==> src/rtl/pwm_pkg.sv <==
// Shared definitions for the PWM sequencer and the downstream PWM stage.
package pwm_pkg;

  localparam int PWM_WIDTH_DEFAULT = 10;

  typedef enum logic [1:0] {
    ST_IDLE = 2'd0,
    ST_RAMP = 2'd1,
    ST_HOLD = 2'd2,
    ST_STOP = 2'd3
  } pwm_state_t;

endpackage

==> src/rtl/pwm_ramp_step.sv <==
// One saturating step of duty toward target; done flags that target was reached.
module pwm_ramp_step
  import pwm_pkg::*;
#(
  parameter int WIDTH = PWM_WIDTH_DEFAULT
) (
  input  logic [WIDTH-1:0] duty,
  input  logic [WIDTH-1:0] target,
  input  logic [WIDTH-1:0] step,
  output logic [WIDTH-1:0] next_duty,
  output logic             done
);

  logic [WIDTH:0] duty_x;
  logic [WIDTH:0] target_x;
  logic [WIDTH:0] step_x;
  logic [WIDTH:0] diff;
  logic [WIDTH:0] moved;

  assign duty_x   = {1'b0, duty};
  assign target_x = {1'b0, target};
  assign step_x   = {1'b0, step};

  // The extra bit keeps duty+step from wrapping; overshoot is caught by the diff test.
  always_comb begin
    diff      = '0;
    moved     = '0;
    next_duty = duty;
    done      = 1'b0;
    if (target_x >= duty_x) begin
      diff  = target_x - duty_x;
      moved = duty_x + step_x;
    end else begin
      diff  = duty_x - target_x;
      moved = duty_x - step_x;
    end
    if (diff <= step_x) begin
      next_duty = target;
      done      = 1'b1;
    end else begin
      next_duty = moved[WIDTH-1:0];
    end
  end

endmodule

==> src/rtl/pwm_duty_sequencer.sv <==
// Ramps the PWM duty toward a configured target one step per PWM period,
// and ramps it back to zero before shutting the PWM stage off.
module pwm_duty_sequencer
  import pwm_pkg::*;
#(
  parameter int                   PWM_WIDTH   = PWM_WIDTH_DEFAULT,
  parameter logic [PWM_WIDTH-1:0] PERIOD_INIT = 10'h3FF
) (
  input  logic                 clk,
  input  logic                 rst,
  input  logic                 en_req,
  input  logic                 cfg_valid,
  output logic                 cfg_ready,
  input  logic [PWM_WIDTH-1:0] cfg_duty,
  input  logic [PWM_WIDTH-1:0] cfg_period,
  input  logic [PWM_WIDTH-1:0] cfg_step,
  input  logic                 period_complete,
  output logic [PWM_WIDTH-1:0] duty_cycle,
  output logic [PWM_WIDTH-1:0] period_value,
  output logic                 pwm_enable,
  output logic                 ramp_busy,
  output logic                 at_target
);

  pwm_state_t           state;
  logic [PWM_WIDTH-1:0] target;
  logic [PWM_WIDTH-1:0] shadow_period;
  logic [PWM_WIDTH-1:0] step;
  logic                 period_pending;

  logic                 xfer;
  logic [PWM_WIDTH-1:0] cfg_target;
  logic [PWM_WIDTH-1:0] cfg_step_eff;
  logic [PWM_WIDTH-1:0] ramp_target;
  logic [PWM_WIDTH-1:0] next_duty;
  logic                 step_done;

  assign cfg_ready    = (state == ST_IDLE) || ((state == ST_HOLD) && en_req);
  assign xfer         = cfg_valid && cfg_ready;
  assign cfg_target   = (cfg_duty < cfg_period) ? cfg_duty : cfg_period;
  assign cfg_step_eff = (cfg_step == '0) ? PWM_WIDTH'(1) : cfg_step;
  assign ramp_target  = (state == ST_STOP) ? '0 : target;
  assign ramp_busy    = (state == ST_RAMP) || (state == ST_STOP);
  assign at_target    = (state == ST_HOLD);

  pwm_ramp_step #(
    .WIDTH(PWM_WIDTH)
  ) u_ramp_step (
    .duty     (duty_cycle),
    .target   (ramp_target),
    .step     (step),
    .next_duty(next_duty),
    .done     (step_done)
  );

  // A config accepted in HOLD only reaches period_value at a period boundary.
  always_ff @(posedge clk) begin
    if (!rst) begin
      state          <= ST_IDLE;
      duty_cycle     <= '0;
      target         <= '0;
      period_value   <= PERIOD_INIT;
      shadow_period  <= PERIOD_INIT;
      step           <= PWM_WIDTH'(1);
      pwm_enable     <= 1'b0;
      period_pending <= 1'b0;
    end else begin
      if (xfer) begin
        target        <= cfg_target;
        shadow_period <= cfg_period;
        step          <= cfg_step_eff;
      end
      case (state)
        ST_IDLE: begin
          if (xfer) begin
            period_value   <= cfg_period;
            period_pending <= 1'b0;
          end
          if (en_req) begin
            state      <= ST_RAMP;
            duty_cycle <= '0;
            pwm_enable <= 1'b1;
          end
        end
        ST_RAMP: begin
          if (period_complete) begin
            duty_cycle <= next_duty;
            if (period_pending) begin
              period_value   <= shadow_period;
              period_pending <= 1'b0;
            end
          end
          if (!en_req) begin
            state <= ST_STOP;
          end else if (period_complete && step_done) begin
            state <= ST_HOLD;
          end
        end
        ST_HOLD: begin
          if (!en_req) begin
            state <= ST_STOP;
          end else if (xfer) begin
            state          <= ST_RAMP;
            period_pending <= 1'b1;
          end
        end
        ST_STOP: begin
          if (period_complete) begin
            duty_cycle <= next_duty;
            if (period_pending) begin
              period_value   <= shadow_period;
              period_pending <= 1'b0;
            end
            if (step_done) begin
              state      <= ST_IDLE;
              pwm_enable <= 1'b0;
            end
          end
        end
        default: state <= ST_IDLE;
      endcase
    end
  end

endmodule

==> config.mk <==
export PLATFORM = sky130hd
export DESIGN_NAME = pwm_duty_sequencer
export DESIGN_NICKNAME = d
export VERILOG_FILES = /design/src/rtl/pwm_pkg.sv /design/src/rtl/pwm_ramp_step.sv /design/src/rtl/pwm_duty_sequencer.sv
export SDC_FILE = /design/constraint.sdc
export NUM_CORES = 1
export LEC_CHECK = 0
export CAP_MARGIN = 30
export CORE_ASPECT_RATIO = 0.7
export CORE_UTILIZATION = 45
export CTS_BUF_LIST = sky130_fd_sc_hd__clkbuf_8
export DETAILED_ROUTE_END_ITERATION = 8
export PLACE_DENSITY = 0.65
export SLEW_MARGIN = 15
export SYNTH_ARGS = -nofsm -noshare
export SYNTH_HDL_FRONTEND = slang
export SYNTH_SLANG_ARGS = --single-unit
==> constraint.sdc <==
create_clock -name clk -period 7.03 [get_ports clk]
set_input_delay 0.703 -clock clk [delete_from_list [all_inputs] [get_ports clk]]
set_output_delay 0.703 -clock clk [all_outputs]
set_load 0.005 [all_outputs]
==> flow_metrics.env <==
export IMPL_cp_slowest_cell="dfxtp_1"
export IMPL_avgSynthCellArea_um2=7.88
export IMPL_num_vias=3960
export IMPL_ys_warn_count=0
export IMPL_antenna_found_initial=0
export IMPL_grt_pass1_vias=3660
export IMPL_drt_first_pass_iters=5
export IMPL_cp_data_required_time_ps=7250
export IMPL_numClockSinks=54
export IMPL_clockBufferDepth=2
export IMPL_max_stage_delay_ps=570
export IMPL_syn_num_nets=621
export IMPL_postSynthCellCount=536
export IMPL_hold_buffers=0
export IMPL_htreeDepth=2
export IMPL_worstPathArrival_ps=5540
export IMPL_first_iter_violations=206
export IMPL_hold_violations=0
export IMPL_chipHeight_um=83.1
export IMPL_num_rows=29
export IMPL_place_area_um2=4850
export IMPL_relSlewSlack_pct=55.6
export IMPL_drive_gt1_share_pct=3.81
export IMPL_power_density_nw_per_um2=555
export IMPL_cts_resized=0
export IMPL_post_cts_buffers=0
export IMPL_path_delay_family="compound AO/OA/AOI/OAI gates"
export IMPL_vdd_ir_drop_max_uv=331
export IMPL_yosysTopAreaCell="dfxtp_1"
export IMPL_setup_violations=0
export IMPL_synth_top_area_share_pct=25.6
export IMPL_ant_nets=0
export IMPL_die_width_um=118
export IMPL_clk_pin_slew_ps=110
export IMPL_placed_cells=690
export IMPL_p_leak_nw=2.20
export IMPL_slew_violations=0
export IMPL_period_share_pct=75.6
export IMPL_io_pins=59
export IMPL_ys_top_cells_by_area="dfxtp_1 (26%), ha_1 (14%), nand2_1 (7.9%)"
export IMPL_die_area_um2=9780
export IMPL_start_util_pct=46.6
export IMPL_path_class="flop to flop"
export IMPL_cts_tree="done"
export IMPL_syn_area_um2=4220
export IMPL_period_minus_slack_ps=5320
export IMPL_synth_edf_count=0
export IMPL_hold_class="flop to flop"
export IMPL_cp_start_kind="flop"
export IMPL_clk_latency_ps=320
export IMPL_vias_per_cell=5.65
export IMPL_drc=0
export IMPL_cts_root_buf="clkbuf_8"
export IMPL_yosys_register_bits=54
export IMPL_setup_tns_ps=0
export IMPL_crit_buf_inv=1
export IMPL_r2r_start="state[1]"
export IMPL_startpoint="state[1]"
export IMPL_core_um2=9070
export IMPL_wl_per_cell_um=16.6
export IMPL_grt_max_degree=48
export IMPL_nNetsFinal=661
export IMPL_crit_chain="nand2_2 -> nand2_1 -> inv_1 -> ha_1 -> nand4_1 -> o21ai_1 -> a2bb2oi_2 -> and2_4 -> nor3_1 -> a31oi_1 -> a311oi_1 -> xnor2_1 -> ha_1 -> o21a_1 -> o2111ai_1 -> a31oi_1 -> a211o_1 -> a21oi_4 -> nor3_1 -> a221o_1"
export IMPL_async_reset_ff_share_pct=0
export IMPL_grt_pass1_wl_mm=18.4
export IMPL_yosysUniqueCellTypes=56
export IMPL_hold_start="step[4]"
export IMPL_wl_mm=11.6
export IMPL_skew_ps=11.7
export IMPL_io_buffers=58
export IMPL_crit_path_end_kind="flop"
export IMPL_cts_buffers=5
export IMPL_area_delta_synth_final_pct=18.2
export IMPL_path_max_fanout=18
export IMPL_fmax_mhz=188
export IMPL_dominantRegCellSynth="dfxtp_1"
export IMPL_ys_seq_area_share_pct=25.6
export IMPL_worstMarginPinSlew_ps=664
export IMPL_rsz0062_at_grt="no"
export IMPL_dpl_hpwl_mm=9.13
export IMPL_final_cells=701
export IMPL_grt_overflow=0
export IMPL_final_area_um2=4990
export IMPL_cap_violations=0
export IMPL_place_congestion=0.892
export IMPL_status="finished, final reports clean"
export IMPL_n_antenna_cell=0
export IMPL_grt_use_total_pct=23.7
## registers in the layout (all words and copies together) (netlist names)
| signal | count |
|---|---|
| step | 10 |
| shadow_period | 10 |
| period_pending | 1 |
| pwm_enable | 1 |
| period_value | 10 |
| duty_cycle | 10 |
| state | 2 |
| target | 10 |
## tightest hold or removal path, stage by stage, from the launching register on
cell	delay [ps]
dfxtp_1	330
nand2_1	50
a21boi_0	60
## report_power, final
part,total [mW],internal [mW],switching (mW)
combinational,2.13,0.909,1.22
clock,0.195,0.0743,0.121
sequential,0.444,0.370,0.0743
total,2.77,1.35,1.42
## layout by cell type (no fill, tap or decap), drive strengths merged, types with 5 or more instances in the layout
cell	netlist	layout
clkbuf	23	5
nand3	9	9
inv	46	47
a21o	8	8
nor2	28	28
clkdlybuf4s50	0	58
nor2b	5	5
o211ai	20	20
nor3	9	9
mux2i	17	17
dfxtp	54	54
a21oi	26	26
o21a	6	6
nand2	90	90
o211a	13	13
a21boi	10	10
nand2b	6	6
xnor2	19	19
ha	47	47
buf	8	6
o21ai	30	30
a221o	5	5
xor2	5	5
## cell usage after synthesis, types with 2 or more instances
library cell / n
a2111oi_0: 2
a211oi_1: 2
a21boi_0: 10
a21o_1: 8
a21oi_1: 25
a221o_1: 5
a22oi_1: 2
a311oi_1: 2
a31oi_1: 4
a32oi_1: 2
and2_1: 2
and3_1: 4
buf_2: 6
buf_6: 2
clkbuf_1: 23
dfxtp_1: 54
fa_1: 3
ha_1: 47
inv_1: 46
mux2i_1: 16
nand2_1: 89
nand2b_1: 6
nand3_1: 9
nand4_1: 4
nor2_1: 28
nor2b_1: 5
nor3_1: 9
nor4_1: 3
o2111ai_1: 2
o211a_1: 13
o211ai_1: 20
o21a_1: 6
o21ai_0: 24
o21ai_1: 5
o21bai_1: 2
o31ai_1: 4
xnor2_1: 19
xor2_1: 5
## kinds of logic after synthesis
group / share of synthesized area (%)
AND/OR/NAND/NOR: 16.8
AO/OA/AOI/OAI: 25.8
buffers and inverters: 7.38
flip-flops: 25.6
adder cells (fa/ha/maj): 15.3
XOR/XNOR: 4.98
multiplexers: 4.12
## final timing paths
check | to | slack [ps] | cells after the start
worst min register to register | step[4] | 470 | 2
worst max register to register | duty_cycle[7] | 1710 | 20
worst min-delay path | step[4] | 470 | 2
worst max-delay path | duty_cycle[7] | 1710 | 20
## area by class of cell
type	instances	area, µm²
fill	899	4080
multi-input combinational	405	2840
sequential	54	1080
timing repair buffer	64	648
inverter	46	173
tap	124	155
clock buffer	5	68.8
clock inverter	3	28.8
## stage by stage
stage	utilization, %	hold slack [ps]	total power [mW]	setup WS [ps]
floorplan	-	440	2.01	2820
global placement	53.3	449	2.49	1430
detailed placement	53.5	459	2.51	1250
CTS	54.6	476	2.73	1210
global route	55.0	488	2.98	1450
finish	55.0	470	2.77	1710
## per-layer routing
metal / track usage (%) / vias to the layer above / share of wire (%)
met1: 37.9 / 1871 / 56
met5: 0 / - / 0
met4: 4.66 / 0 / 1.2
met3: 4.81 / 13 / 5.2
li1: - / 1965 / -
met2: 31.7 / 111 / 38
Note: power is estimated with default switching activity, not from simulation.
